==> config.mk <==
export PLATFORM = sky130hd
export DESIGN_NAME = risc16_prog_loader_flat
export DESIGN_NICKNAME = d
export VERILOG_FILES = /design/src/rtl/risc16_prog_loader_if.sv /design/src/rtl/risc16_prog_loader.sv /design/src/flat_wrapper.sv
export SDC_FILE = /design/constraint.sdc
export NUM_CORES = 1
export LEC_CHECK = 0
export BUFFER_PORTS_ARGS = -buffer_cell sky130_fd_sc_hd__buf_2
export CORE_ASPECT_RATIO = 1.2
export CORE_UTILIZATION = 48
export CTS_CLUSTER_SIZE = 10
export DETAILED_ROUTE_END_ITERATION = 8
export GPL_TIMING_DRIVEN = 0
export PLACE_DENSITY = 0.78
export SYNTH_ARGS = -nofsm -noshare
export SYNTH_HDL_FRONTEND = slang
export SYNTH_SLANG_ARGS = --single-unit
==> constraint.sdc <==
create_clock -name clk -period 1.9 [get_ports clk]
set_input_delay 0.095 -clock clk [delete_from_list [all_inputs] [get_ports clk]]
set_output_delay 0.095 -clock clk [all_outputs]
set_load 0.05 [all_outputs]
==> src/rtl/risc16_prog_loader_if.sv <==
// rtl/risc16_prog_loader_if.sv - host-to-loader instruction word stream
interface risc16_prog_loader_if #(
    parameter int WORD_LENGTH = 16
);
    logic                   s_valid;
    logic [WORD_LENGTH-1:0] s_data;
    logic                   s_last;
    logic                   s_ready;

    modport master (
        output s_valid,
        output s_data,
        output s_last,
        input  s_ready
    );

    modport slave (
        input  s_valid,
        input  s_data,
        input  s_last,
        output s_ready
    );
endinterface

==> src/rtl/risc16_prog_loader.sv <==
// rtl/risc16_prog_loader.sv - streams a host program into a RiSC16 system
// and sequences its reset and program-enable around the load.
module risc16_prog_loader #(
    parameter int WORD_LENGTH  = 16,
    parameter int ADDR_WIDTH   = 8,
    parameter int PURGE_CYCLES = 2,
    parameter int RESET_CYCLES = 2
) (
    input  logic                   clk,
    input  logic                   rst,
    input  logic                   start,
    risc16_prog_loader_if.slave    s,
    output logic                   pen,
    output logic                   prog_we,
    output logic [WORD_LENGTH-1:0] instr,
    output logic                   sys_rst,
    output logic [ADDR_WIDTH:0]    count,
    output logic                   busy,
    output logic                   done,
    output logic                   error
);
    typedef enum logic [2:0] {
        IDLE  = 3'd0,
        PURGE = 3'd1,
        LOAD  = 3'd2,
        FLUSH = 3'd3,
        RUN   = 3'd4,
        ERROR = 3'd5
    } state_t;

    localparam logic [ADDR_WIDTH:0] MAX_COUNT   = {1'b1, {ADDR_WIDTH{1'b0}}};
    localparam logic [15:0]         PURGE_LAST  = 16'(PURGE_CYCLES - 1);
    localparam logic [15:0]         RESET_LAST  = 16'(RESET_CYCLES - 1);

    state_t                   state_q, state_d;
    logic [15:0]              timer_q, timer_d;
    logic [ADDR_WIDTH:0]      count_q, count_d;
    logic [WORD_LENGTH-1:0]   instr_q, instr_d;
    logic                     prog_we_q, prog_we_d;
    logic                     transfer;
    logic                     accept;
    logic                     restart;

    // A handshake at full count is still consumed but never written to memory.
    assign transfer = (state_q == LOAD) && s.s_valid;
    assign accept   = transfer && (count_q != MAX_COUNT);
    assign restart  = start && ((state_q == IDLE) || (state_q == RUN) || (state_q == ERROR));

    always_ff @(posedge clk or negedge rst) begin
        if (!rst) begin
            state_q   <= IDLE;
            timer_q   <= '0;
            count_q   <= '0;
            instr_q   <= '0;
            prog_we_q <= 1'b0;
        end else begin
            state_q   <= state_d;
            timer_q   <= timer_d;
            count_q   <= count_d;
            instr_q   <= instr_d;
            prog_we_q <= prog_we_d;
        end
    end

    always_comb begin
        state_d = state_q;
        case (state_q)
            IDLE:    if (start) state_d = PURGE;
            PURGE:   if (timer_q == PURGE_LAST) state_d = LOAD;
            LOAD: begin
                if (transfer && !accept) state_d = ERROR;
                else if (accept && s.s_last) state_d = FLUSH;
            end
            FLUSH:   if (timer_q == RESET_LAST) state_d = RUN;
            RUN:     if (start) state_d = PURGE;
            ERROR:   if (start) state_d = PURGE;
            default: state_d = IDLE;
        endcase

        // The phase timer restarts on every state change.
        timer_d   = (state_d != state_q) ? '0 : timer_q + 16'd1;
        prog_we_d = accept;
        instr_d   = accept ? s.s_data : instr_q;
        if (restart)     count_d = '0;
        else if (accept) count_d = count_q + 1'b1;
        else             count_d = count_q;
    end

    always_comb begin
        s.s_ready = (state_q == LOAD);
        pen       = (state_q == PURGE) || (state_q == LOAD);
        sys_rst   = (state_q == IDLE) || (state_q == PURGE) ||
                    (state_q == FLUSH) || (state_q == ERROR);
        busy      = (state_q == PURGE) || (state_q == LOAD) || (state_q == FLUSH);
        done      = (state_q == RUN);
        error     = (state_q == ERROR);
        prog_we   = prog_we_q;
        instr     = instr_q;
        count     = count_q;
    end
endmodule

==> src/flat_wrapper.sv <==
// flat-port wrapper written by rule: the top's interface ports become plain ports
module risc16_prog_loader_flat 
#(
    parameter int WORD_LENGTH  = 16,
    parameter int ADDR_WIDTH   = 8,
    parameter int PURGE_CYCLES = 2,
    parameter int RESET_CYCLES = 2
)
  (clk, rst, start, pen, prog_we, instr, sys_rst, count, busy, done, error, s_s_valid, s_s_data, s_s_last, s_s_ready);
  risc16_prog_loader_if #(.WORD_LENGTH(WORD_LENGTH)) s_i ();
  input  logic clk;
  input  logic rst;
  input  logic start;
  output logic pen;
  output logic prog_we;
  output logic [WORD_LENGTH-1:0] instr;
  output logic sys_rst;
  output logic [ADDR_WIDTH:0] count;
  output logic busy;
  output logic done;
  output logic error;
  input wire logic [$bits(s_i.s_valid)-1:0] s_s_valid;
  input wire logic [$bits(s_i.s_data)-1:0] s_s_data;
  input wire logic [$bits(s_i.s_last)-1:0] s_s_last;
  output wire logic [$bits(s_i.s_ready)-1:0] s_s_ready;
  assign s_i.s_valid = s_s_valid;
  assign s_i.s_data = s_s_data;
  assign s_i.s_last = s_s_last;
  assign s_s_ready = s_i.s_ready;
  risc16_prog_loader #(.WORD_LENGTH(WORD_LENGTH), .ADDR_WIDTH(ADDR_WIDTH), .PURGE_CYCLES(PURGE_CYCLES), .RESET_CYCLES(RESET_CYCLES)) u_core (.clk(clk), .rst(rst), .start(start), .s(s_i), .pen(pen), .prog_we(prog_we), .instr(instr), .sys_rst(sys_rst), .count(count), .busy(busy), .done(done), .error(error));
endmodule
* Word-level counts from Yosys, hierarchy flattened *
Cells that the tools add are included.

operators by class
  add/sub/neg operators = 2
  equal/unequal tests = 8
  mux-type cells = 9
  reduce and logical (&&, ||, !) cells = 16

operators with widths
  operator                                                                count
  9-bit 2-to-1 mux                                                        2
  16-bit by 1-bit adder with 16-bit output, second input constant         1
  16-bit by 1-bit equality test with 1-bit output, second input constant  1
  16-bit 2-to-1 mux                                                       1
  3-bit 2-to-1 mux                                                        5
  3-bit case mux with 4 select lines                                      1
  9-bit by 1-bit adder with 9-bit output, second input constant           1
  9-bit != test, second input constant                                    1
  1-bit logical OR                                                        7
  3-bit by 2-bit equality test with 1-bit output, second input constant   2
  3-bit equality test, second input constant                              2
  1-bit logical AND                                                       5
  3-bit by 1-bit equality test with 1-bit output, second input constant   1
  3-bit logical NOT                                                       1
  3-bit != test                                                           1
  3-bit OR reduction                                                      1
  2-bit nonzero test                                                      1
  1-bit logical NOT                                                       1

storage, ports and cells
  register bits after elaboration = 45
  input bits = 21
  output and inout bits = 32

* Logic depth before layout (Yosys ltp) *
Gate-level depths: netlist (run 1).

  word-level depth = 9
  depth in mapped cells = 7
  depth with buffers taken out = 6

* Worst setup path after synthesis (run 1) *
No wires, ideal clock.

  path type = reg2reg
  start = register u_core.count_q[0], in the netlist u_core.count[0]
  end = register u_core.instr_q[10], in the netlist u_core.instr[10]
  arrival time = 2.034 ns
  data required time = 1.775 ns
  setup slack = -0.259 ns
  cell stages (with the launch flop) = 7
  buffers on the path = 1
  clock period less this slack = 2.159 ns
  cell sequence = dfrtp_1 inv_1 ha_1 and4bb_1 a21oi_4 buf_4 mux2_2

between the ends
  longest elaborated chain between the ends = 2

RTL lines
  element                   line                      text
  start: declaration        risc16_prog_loader.sv:37  logic [ADDR_WIDTH:0] count_q, count_d;
  start signal: assignment  risc16_prog_loader.sv:59  count_q <= count_d;
  9-bit != test             risc16_prog_loader.sv:46  assign accept = transfer && (count_q != MAX_COUNT);
  1-bit logical AND         risc16_prog_loader.sv:46
  net u_core.accept         risc16_prog_loader.sv:41  logic accept;
  end signal: assignment    risc16_prog_loader.sv:60  instr_q <= instr_d;
  end: declaration          risc16_prog_loader.sv:38  logic [WORD_LENGTH-1:0] instr_q, instr_d;

The timed path passes the listed nets, and every way through them passes these cells.
A chain may end at the register's enable or synchronous reset.

* Worst setup path in the final report (run 1) *
  start = register u_core.count_q[0], in the netlist u_core.count[0]
  end = register u_core.instr_q[3], in the netlist u_core.instr[3]

between the ends
  longest elaborated chain between the ends = 2

RTL lines
  element            line
  9-bit != test      risc16_prog_loader.sv:46
  1-bit logical AND  risc16_prog_loader.sv:46

No other way between the ends.

==> impl_metrics.yaml, run 1 <==
grt:
  grt_max_degree: 46
  track_usage: 0.196
  grt_pass1_vias: 1748
  antenna_found_initial: 0
  grt-ovfl-total: 0
  grt_pass1_wl_um: 7600
setup_path:
  crit_fanout: 6
  r2r_end: "u_core.instr[3]"
  critPathCapture: "u_core.instr[3]"
  worstSetupPathType: "reg -> reg"
  crit_start: "u_core.count[0]"
  reg2reg_slack_ps: 90
  r2r-start: "u_core.count[0]"
  cp-start-kind: "flip-flop"
  critPathArrivalTime_ps: 2000
  end_kind: "flip-flop"
  reg2reg_depth: 6
  cp.required_ps: 2090
power_and_ir_drop:
  clockPowerShare: 0.141
  pwr-share-seq: 0.336
  combPwrFrac: 0.522
  p_switching_w: 0.00204
  p_int_w: 0.00219
  swShare: 0.482
  ir_drop_v: 0.000960
  power_density_nw_per_um2: 1490
  p_total_w: 0.00423
  p_leak_nw: 1.33
clock_network:
  cts_buffer_depth: 2
  clk_pin_slew_ps: 90
  cts-root-buf: "clkbuf_8"
  cts_tree: "yes"
  clkSinkCount: 45
  clock_latency_ps: 310
  cts_buffers: 5
  htree_levels: 2
die:
  die_x_um: 65.1
  die_h_um: 77.7
  io_pins: 53
  die-area_um2: 5060
  core_um2: 4590
  start_util: 0.499
  fp-row-count: 27
placement:
  placed_cells: 317
  dpl_worst_slack_ps: -162
  dp_hpwl_um: 3230
  port_buffers: 52
  place.gp.congestion: 0.770
logic_synthesis:
  synthArstFlopShare: 1.00
  syn_nets: 232
  ys_dominant_reg_cell: "dfrtp_1"
  syn_area_per_cell_um2: 11.1
  synthTopCellsByArea: "dfrtp_1, mux2_2, xor2_1"
  synth_common_cells: "dfrtp_1, nor3_1, mux2_2, nor2_1, xor2_1"
  yosysMostFrequentCell: "dfrtp_1"
  synth_edf_count: 0
  synth_area_um2: 2290
  synth_warnings: 0
  synth-seq-cells: 45
  synth_cell_type_count: 43
  yosys.area.top_type: "dfrtp_1"
  ys_seq_area_frac: 0.491
  synth_top_area_share: 0.491
  netlist_instances: 207
route:
  drtIter0Drc: 87
  via_count: 1812
  antenna_left: 0
  routedWlPerCell_um: 13.8
  drc: 0
  routed_wirelength_um: 4660
  via_per_inst: 5.38
  dr.pass1.iters: 4
worst_hold_path:
  holdCritPathClass: "in -> reg"
layout:
  antenna_cells: 0
  syn_to_final_growth_pct: 23.7
  nFillCells: 396
  nNetsFinal: 303
  drive_gt1_frac: 0.391
  final_cells: 337
outcome:
  outcome: "completed"
sta:
  hold_viol: 0
  fmax_ghz: 0.553
  slew_violations: 0
  finalCriticalPeriod_ps: 1810
  timing.final.crit_share: 0.952
  setup_viol: 0
  fin_ws_ps: 91.9
  finalSetupTns_ps: 0
  fin_skew_ps: 13.2
  whs_ps: 18.4
  rsz0062_at_grt: "no"
  worstMarginPinSlew_ps: 987
  slew-limit-headroom: 0.342
flow_run:
  maxCapViolCount: 0
[stage by stage]
stage                     area (µm²)   util
after floorplan                 2300      -
after global placement          2630  0.573
after detailed placement        2630  0.573
after CTS                       2780  0.604
after global routing            2840  0.617
final                           2840  0.617
[layout by cell type, fill, tap and decap left out, types with 3 or more instances in the layout]
| cell | synthesis | final |
|---|---|---|
| dfrtp_1 | 45 | 41 |
| nand4_1 | 8 | 8 |
| mux2_2 | 15 | 15 |
| buf_2 | 5 | 56 |
| a21oi_1 | 8 | 8 |
| and2_1 | 4 | 4 |
| ha_1 | 4 | 4 |
| a211oi_1 | 3 | 3 |
| o21ai_0 | 4 | 4 |
| or3_1 | 3 | 3 |
| xnor2_1 | 8 | 8 |
| nand2_1 | 8 | 8 |
| buf_4 | 1 | 12 |
| clkbuf_8 | 0 | 5 |
| nand3_1 | 9 | 9 |
| nor2_1 | 12 | 12 |
| dfrtp_2 | 0 | 4 |
| inv_1 | 7 | 6 |
| and3_1 | 3 | 3 |
| nor3_1 | 17 | 17 |
| xor2_1 | 11 | 11 |
| nor4_1 | 3 | 3 |
[registers in the layout, summed over array words and instances (netlist names)]
register and cells:
u_core.count 9, u_core.instr 16, u_core.prog_we 1, u_core.state_q 3
u_core.timer_q 16
[cells by family (layout without fill, tap and decap cells)]
logic type	Yosys count	in the layout	share of synthesized area
AND/OR/NAND/NOR	83	83	0.221
flip-flops	45	45	0.491
AO/OA/AOI/OAI	22	22	0.0726
XOR/XNOR	19	19	0.0726
multiplexers	18	18	0.0873
buffers and inverters	16	88	0.0338
adder cells (fa/ha/maj)	4	4	0.0218
[layout make-up]
type | instances | area (µm²) | area share
Buffer | 9 | 57.6 | 0.0203
Inverter | 7 | 26.3 | 0.00927
Sequential cell | 45 | 1130 | 0.399
Tap cell | 58 | 72.6 | 0.0256
Multi-Input combinational cell | 146 | 1100 | 0.389
Clock inverter | 3 | 22.5 | 0.00794
Timing Repair Buffer | 64 | 353 | 0.124
Clock buffer | 5 | 68.8 | 0.0243
[per-layer routing]
layer,track usage,vias up,part of all wire
met4,0.111,0,0.019
met1,0.229,882,0.42
li1,-,880,-
met3,0.0338,8,0.037
met2,0.334,42,0.52
met5,0,-,0
[how the worst min path moves through the flow]
stage / startpoint / cells past startpoint / endpoint
after floorplan: rst / 0 / u_core.count[0]
after global placement: rst / 1 / u_core.count[4]
after detailed placement: rst / 1 / u_core.count[4]
after CTS: s_s_data[9] / 2 / u_core.instr[9]
after global routing: s_s_data[9] / 2 / u_core.instr[9]
final: s_s_data[9] / 2 / u_core.instr[9]
[critical path, stage by stage, from the launching register on]
cell      delay, ps
dfrtp_2         420
inv_2            40
ha_1            180
and4bb_2        270
a21oi_4         230
buf_4           200
mux2_2          350
[power by group through the flow]
stage	sequential, W	clock, W	combinational, W
floorplan	0.00208	0	0.000952
global placement	0.00141	0	0.00203
detailed placement	0.00143	0	0.00208
CTS	0.00142	0.000614	0.00214
global route	0.00146	0.000650	0.00234
finish	0.00142	0.000598	0.00221
[what timing repair did]
item	in CTS	in global routing
hold buffers	1	0
hold endpoints to repair	45	0
endpoints found under the setup margin	17	12
pin swaps	2	3
gates resized for setup	2	1
buffers inserted	4	7
Power figures use the tool's default switching activity.
==> inputs of run 2 (changes only) <==
--- a/config.mk
+++ b/config.mk
@@ -7,4 +7,4 @@
 export LEC_CHECK = 0
+export ABC_AREA = 1
 export BUFFER_PORTS_ARGS = -buffer_cell sky130_fd_sc_hd__buf_2
-export CORE_ASPECT_RATIO = 1.2
 export CORE_UTILIZATION = 48
==> constraint.sdc (replaced) <==
create_clock -name clk -period 1.9 [get_ports clk]
set_input_delay 0.19 -clock clk [delete_from_list [all_inputs] [get_ports clk]]
set_output_delay 0.19 -clock clk [all_outputs]
set_load 0.05 [all_outputs]
==> run 2 against run 1 <==
The run now ends with DRC left. First-iteration DRC count is 94% higher. Final cell count is 20% higher. Synthesized area is 0.82% higher. Sequential share of layout area is 0.86 points lower. Combinational power is 12% higher. Count of clock-buffer cells in the layout is 2 higher. Synthesized cell count is 39% higher. Clock skew is 4.3 ps higher. Global-route usage is 0.77 points higher. Non-clock buffer count is 9 lower. Utilization is 2.4 points higher. Critical path depth is 9 higher. Critical path type unchanged. Largest power group unchanged.
==> impl_metrics.yaml, run 2 <==
clock_network:
  cts_buffer_depth: 2
  clk_pin_slew_ps: 90
  htree_levels: 2
  clock_latency_ps: 300
  clkSinkCount: 45
  cts_tree: "yes"
  cts-root-buf: "clkbuf_8"
  cts_buffers: 5
logic_synthesis:
  syn_nets: 312
  synth_area_um2: 2310
  ys_seq_area_frac: 0.487
  synth_top_area_share: 0.487
  yosys.area.top_type: "dfrtp_1"
  synth_warnings: 0
  ys_dominant_reg_cell: "dfrtp_1"
  netlist_instances: 287
  yosysMostFrequentCell: "nand2_1"
  syn_area_per_cell_um2: 8.05
  synthTopCellsByArea: "dfrtp_1, nand2_1, inv_1"
  synth-seq-cells: 45
  muxShareOfSynthArea: 0
  synth_compound_area_frac: 0.0428
  synthSimpleGateAreaFrac: 0.322
  synth-adder-area-share: 0.0217
  synthArstFlopShare: 1.00
  synth-xor-area-share: 0.0531
  synth_common_cells: "nand2_1, dfrtp_1, inv_1, nor2_1, nand3_1"
  synth_edf_count: 0
  synth_top_family_by_area: "simple AND/OR/NAND/NOR gates"
  synth_cell_type_count: 25
power_and_ir_drop:
  power_density_nw_per_um2: 1580
  p_leak_nw: 1.49
  ir_drop_v: 0.00100
grt:
  track_usage: 0.204
  busiest_layer: "met2"
  grt_use_met3: 0.0380
  grt_pass1_wl_um: 8070
  grt-ovfl-total: 0
  globalRouteMet2Util: 0.320
  grt_use_met1: 0.283
  grt_pass1_vias: 1865
  grt_max_degree: 46
  antenna_found_initial: 0
setup_path:
  cpPeakStageDelay_ps: 440
  cp.required_ps: 2120
  cp-start-kind: "flip-flop"
  path_cells: "inv_4 -> ha_4 -> nand2_2 -> inv_2 -> nand2_1 -> nor2_2 -> inv_1 -> nand3_1 -> nand2_1 -> nand2_1 -> nand2_2 -> nand2_2 -> nand2_4 -> clkbuf_16 -> nor2_2"
  crit_fanout: 7
  end_kind: "flip-flop"
  critPathArrivalTime_ps: 1980
  crit_family: "simple AND/OR/NAND/NOR gates"
  cp_slowest_cell: "dfrtp_2"
  worst-path-buf-inv: 4
  worstSetupPathType: "reg -> reg"
route:
  routed_wirelength_um: 4710
  dr.pass1.iters: 6
  drtIter0Drc: 169
  routedWlPerCell_um: 11.6
  via_per_inst: 4.95
  antenna_left: 0
  drc: 3
  via_count: 2011
sta:
  fin_ws_ps: 144
  worstMarginPinSlew_ps: 970
  hold_viol: 0
  timing.final.crit_share: 0.924
  fin_skew_ps: 17.5
  slew-limit-headroom: 0.353
  setup_viol: 0
  slew_violations: 0
  fmax_ghz: 0.569
  finalCriticalPeriod_ps: 1760
outcome:
  outcome: "complete, but fails checks"
  violations: "DRC"
placement:
  place.gp.congestion: 0.894
  port_buffers: 52
  dpl_worst_slack_ps: -13.8
  dp_hpwl_um: 3370
layout:
  syn_to_final_growth_pct: 25.0
  antenna_cells: 0
  drive_gt1_frac: 0.285
  nNetsFinal: 378
  nFillCells: 379
  final_cell_mix: "nand2_1, buf_2, dfrtp_1"
  fin_util: 0.641
  layout_commonest_cell: "nand2_1"
die:
  start_util: 0.513
  die_h_um: 71.4
  die_x_um: 71.4
  io_pins: 53
  core_um2: 4500
  die-area_um2: 5100
  fp-row-count: 24
worst_hold_path:
  holdCritPathClass: "in -> async"
flow_run:
  maxCapViolCount: 0
run 2: cell types whose count changed after synthesis, sizes merged, moves of 4 or more:
cell / previous run / this run
nand2: 8 / 89
inv: 7 / 37
nor2: 12 / 38
mux2: 16 / 0
nand3: 9 / 19
nand4: 9 / 2
nor3: 17 / 10
xnor2: 8 / 1
a211oi: 5 / 0
o21ai: 4 / 9
and2: 4 / 0
and3: 4 / 0
run 2: power breakdown:
| part | switching (W) | internal, W |
|---|---|---|
| logic | 0.00170 | 0.000782 |
| registers | 0.000159 | 0.00119 |
| clock network | 0.000310 | 0.000429 |
| total | 0.00216 | 0.00240 |
run 2: cell families (layout without fill, tap and decap cells):
group | after synthesis | in the layout
fa+ha+maj | 4 | 4
compound gates | 17 | 17
xor+xnor | 14 | 14
buf+inv | 42 | 109
flops | 45 | 45
simple gates | 165 | 165
run 2: cell type report:
cell class / instances / area (µm²) / area share
clock buffer: 7 / 86.3 / 0.0299
tap: 52 / 65.1 / 0.0225
clock inverter: 1 / 30.0 / 0.0104
buffer: 5 / 48.8 / 0.0169
sequential: 45 / 1130 / 0.390
inverter: 37 / 141 / 0.0490
timing repair buffer: 59 / 330 / 0.114
multi-input combinational: 200 / 1060 / 0.367
run 2: layer usage:
layer | vias to the layer above | part of all wire
met5 | - | 0
met4 | 0 | 0.012
met3 | 5 | 0.056
met2 | 63 | 0.47
met1 | 914 | 0.46
li1 | 1029 | -
run 2: path summary, 6_finish.rpt:
path                            slack (ps)            start            endpoint  cells after the start
worst max-delay path                   140  u_core.count[0]  u_core.timer_q[14]                     15
worst min-delay path                    40              rst   u_core.timer_q[2]                      1
worst max register to register         140  u_core.count[0]  u_core.timer_q[14]                     15
worst min register to register         480  u_core.instr[4]     u_core.instr[4]                      2
max in group asynchronous             1210              rst     u_core.count[0]                      1
min in group clk                        80      s_s_data[2]     u_core.instr[2]                      3
run 2: metrics by stage:
step	instance area [µm²]	hold slack, ps	TNS (ps)	instances	power [W]
floorplan	2310	-106	0	287	0.00298
global placement	2640	383	0	391	0.00340
detailed placement	2640	389	-13.8	391	0.00344
CTS	2760	73.6	0	399	0.00420
global route	2890	81.4	-141	406	0.00483
finish	2890	43.7	0	406	0.00457
run 2: what timing repair did:
item,4_1_cts,5_1_grt
buffers inserted,0,6
endpoints found under the setup margin,10,31
hold buffers,0,0
pin swaps,0,8
endpoints found under the hold margin,0,0
cloned,0,1
gates resized for setup,1,20
==> inputs of run 3 (changes only) <==
Settings changed: ABC_AREA 1 to not set.
==> run 3 against run 2 <==
The flow still finishes with violations (DRC). Final cell count down 19%. Utilization down 0.63 points. Global-route usage up 0.48 points. Sequential share of layout area up 0.79 points. Worst setup slack worse by 51 ps. Die area down 0.78%. Critical endpoint is now u_core.state_q[2]. Largest cell class unchanged. Largest power group unchanged.
==> impl_metrics.yaml, run 3 (synthesis gave the netlist of run 1 again) <==
outcome:
  outcome: "complete, but fails checks"
  violations: "DRC"
sta:
  timing.final.crit_share: 0.951
  fin_ws_ps: 92.9
  rsz0062_at_grt: "yes"
  slew-limit-headroom: 0.341
  finalSetupTns_ps: 0
  setup_viol: 0
  hold_viol: 0
  worstMarginPinSlew_ps: 989
  fmax_ghz: 0.553
  finalCriticalPeriod_ps: 1810
  fin_skew_ps: 9.62
  slew_violations: 0
placement:
  dp_hpwl_um: 3390
  placed_cells: 311
  place.gp.congestion: 0.815
  dpl_worst_slack_ps: -157
  port_buffers: 52
layout:
  final_cells: 327
  syn_to_final_growth_pct: 23.9
  layout_commonest_cell: "buf_2"
  final_cell_mix: "buf_2, dfrtp_1, nor3_1"
  antenna_cells: 0
  fin_util: 0.635
  nNetsFinal: 299
  drive_gt1_frac: 0.393
setup_path:
  critPathArrivalTime_ps: 2040
  worstSetupPathType: "reg -> reg"
  end_kind: "flip-flop"
  cp.required_ps: 2130
  crit_fanout: 4
  cp-start-kind: "flip-flop"
power_and_ir_drop:
  combPwrFrac: 0.506
  p_total_w: 0.00435
  p_leak_nw: 1.32
  swShare: 0.469
  p_int_w: 0.00231
  power_density_nw_per_um2: 1530
  pwr-share-seq: 0.328
  p_switching_w: 0.00204
  ir_drop_v: 0.00117
  clockPowerShare: 0.166
die:
  die-area_um2: 5060
  start_util: 0.512
  fp-row-count: 24
  die_x_um: 71.1
  io_pins: 53
  die_h_um: 71.1
  core_um2: 4470
flow_run:
  maxCapViolCount: 0
clock_network:
  cts_buffer_depth: 2
  clk_pin_slew_ps: 80
  clkSinkCount: 45
  clock_latency_ps: 300
  cts-hold-fix-buffers: 0
  cts_buffers: 5
  cts-root-buf: "clkbuf_8"
  htree_levels: 2
  cts_tree: "yes"
grt:
  grt_pass1_vias: 1770
  grt-ovfl-total: 0
  track_usage: 0.209
  grt_max_degree: 46
  grt_pass1_wl_um: 8170
  antenna_found_initial: 0
route:
  dr.pass1.iters: 8
  via_per_inst: 5.62
  routedWlPerCell_um: 15.3
  drtIter0Drc: 90
  routed_wirelength_um: 4990
  via_count: 1839
  antenna_left: 0
  drc: 3
worst_hold_path:
  holdCritPathClass: "in -> async"
==> run 3: metrics by stage <==
| stage | hold WS, ps | instance area [µm²] |
|---|---|---|
| after floorplan | -106 | 2300 |
| after global placement | 407 | 2630 |
| after detailed placement | 410 | 2630 |
| after CTS | 73.4 | 2790 |
| after global routing | 107 | 2840 |
| final | 38.9 | 2840 |
==> run 3: area by class of cell <==
class,instances,area (µm²)
Buffer,9,60.1
Clock buffer,6,72.6
Clock inverter,2,38.8
Fill cell,361,1630
Inverter,7,26.3
Multi-Input combinational cell,146,1130
Sequential cell,45,1130
Tap cell,52,65.1
Timing Repair Buffer,60,320
==> run 3: routing by layer <==
layer | up-vias | share of wire | track usage
met5 | - | 0 | 0
met4 | 0 | 0.013 | 0.0800
met3 | 6 | 0.033 | 0.0442
met2 | 45 | 0.53 | 0.361
met1 | 912 | 0.43 | 0.257
li1 | 876 | - | -
==> run 3: critical path, cell delays in order (launching register included) <==
cell and delay, ps:
dfrtp_1 410, inv_1 70, ha_1 150, nor4b_4 180
nand4_1 220, buf_4 220, or4_4 410, nand3_1 90
==> run 3: worst paths after layout <==
| path | cells past startpoint | from | slack (ps) | end |
|---|---|---|---|---|
| min | 1 | rst | 40 | u_core.timer_q[8] |
| min reg2reg | 1 | u_core.instr[11] | 510 | u_core.instr[11] |
| max in group asynchronous | 1 | rst | 1170 | u_core.count[1] |
| max reg2reg | 7 | u_core.timer_q[1] | 90 | u_core.state_q[2] |
| max | 7 | u_core.timer_q[1] | 90 | u_core.state_q[2] |
| min in group clk | 2 | s_s_data[4] | 120 | u_core.instr[4] |
==> run 3: repair_timing <==
action                     in CTS  in global routing
setup endpoints to repair      17                 16
resized for setup               2                  6
buffers inserted                6                  2
gates cloned                    0                  0
pin swaps                       4                  4
==> run 3: power by group through the flow <==
stage	clock network (W)	registers [W]	logic (W)
floorplan	0	0.00208	0.000952
global placement	0	0.00141	0.00204
detailed placement	0	0.00143	0.00209
CTS	0.000749	0.00142	0.00215
global route	0.000771	0.00147	0.00234
finish	0.000722	0.00143	0.00220
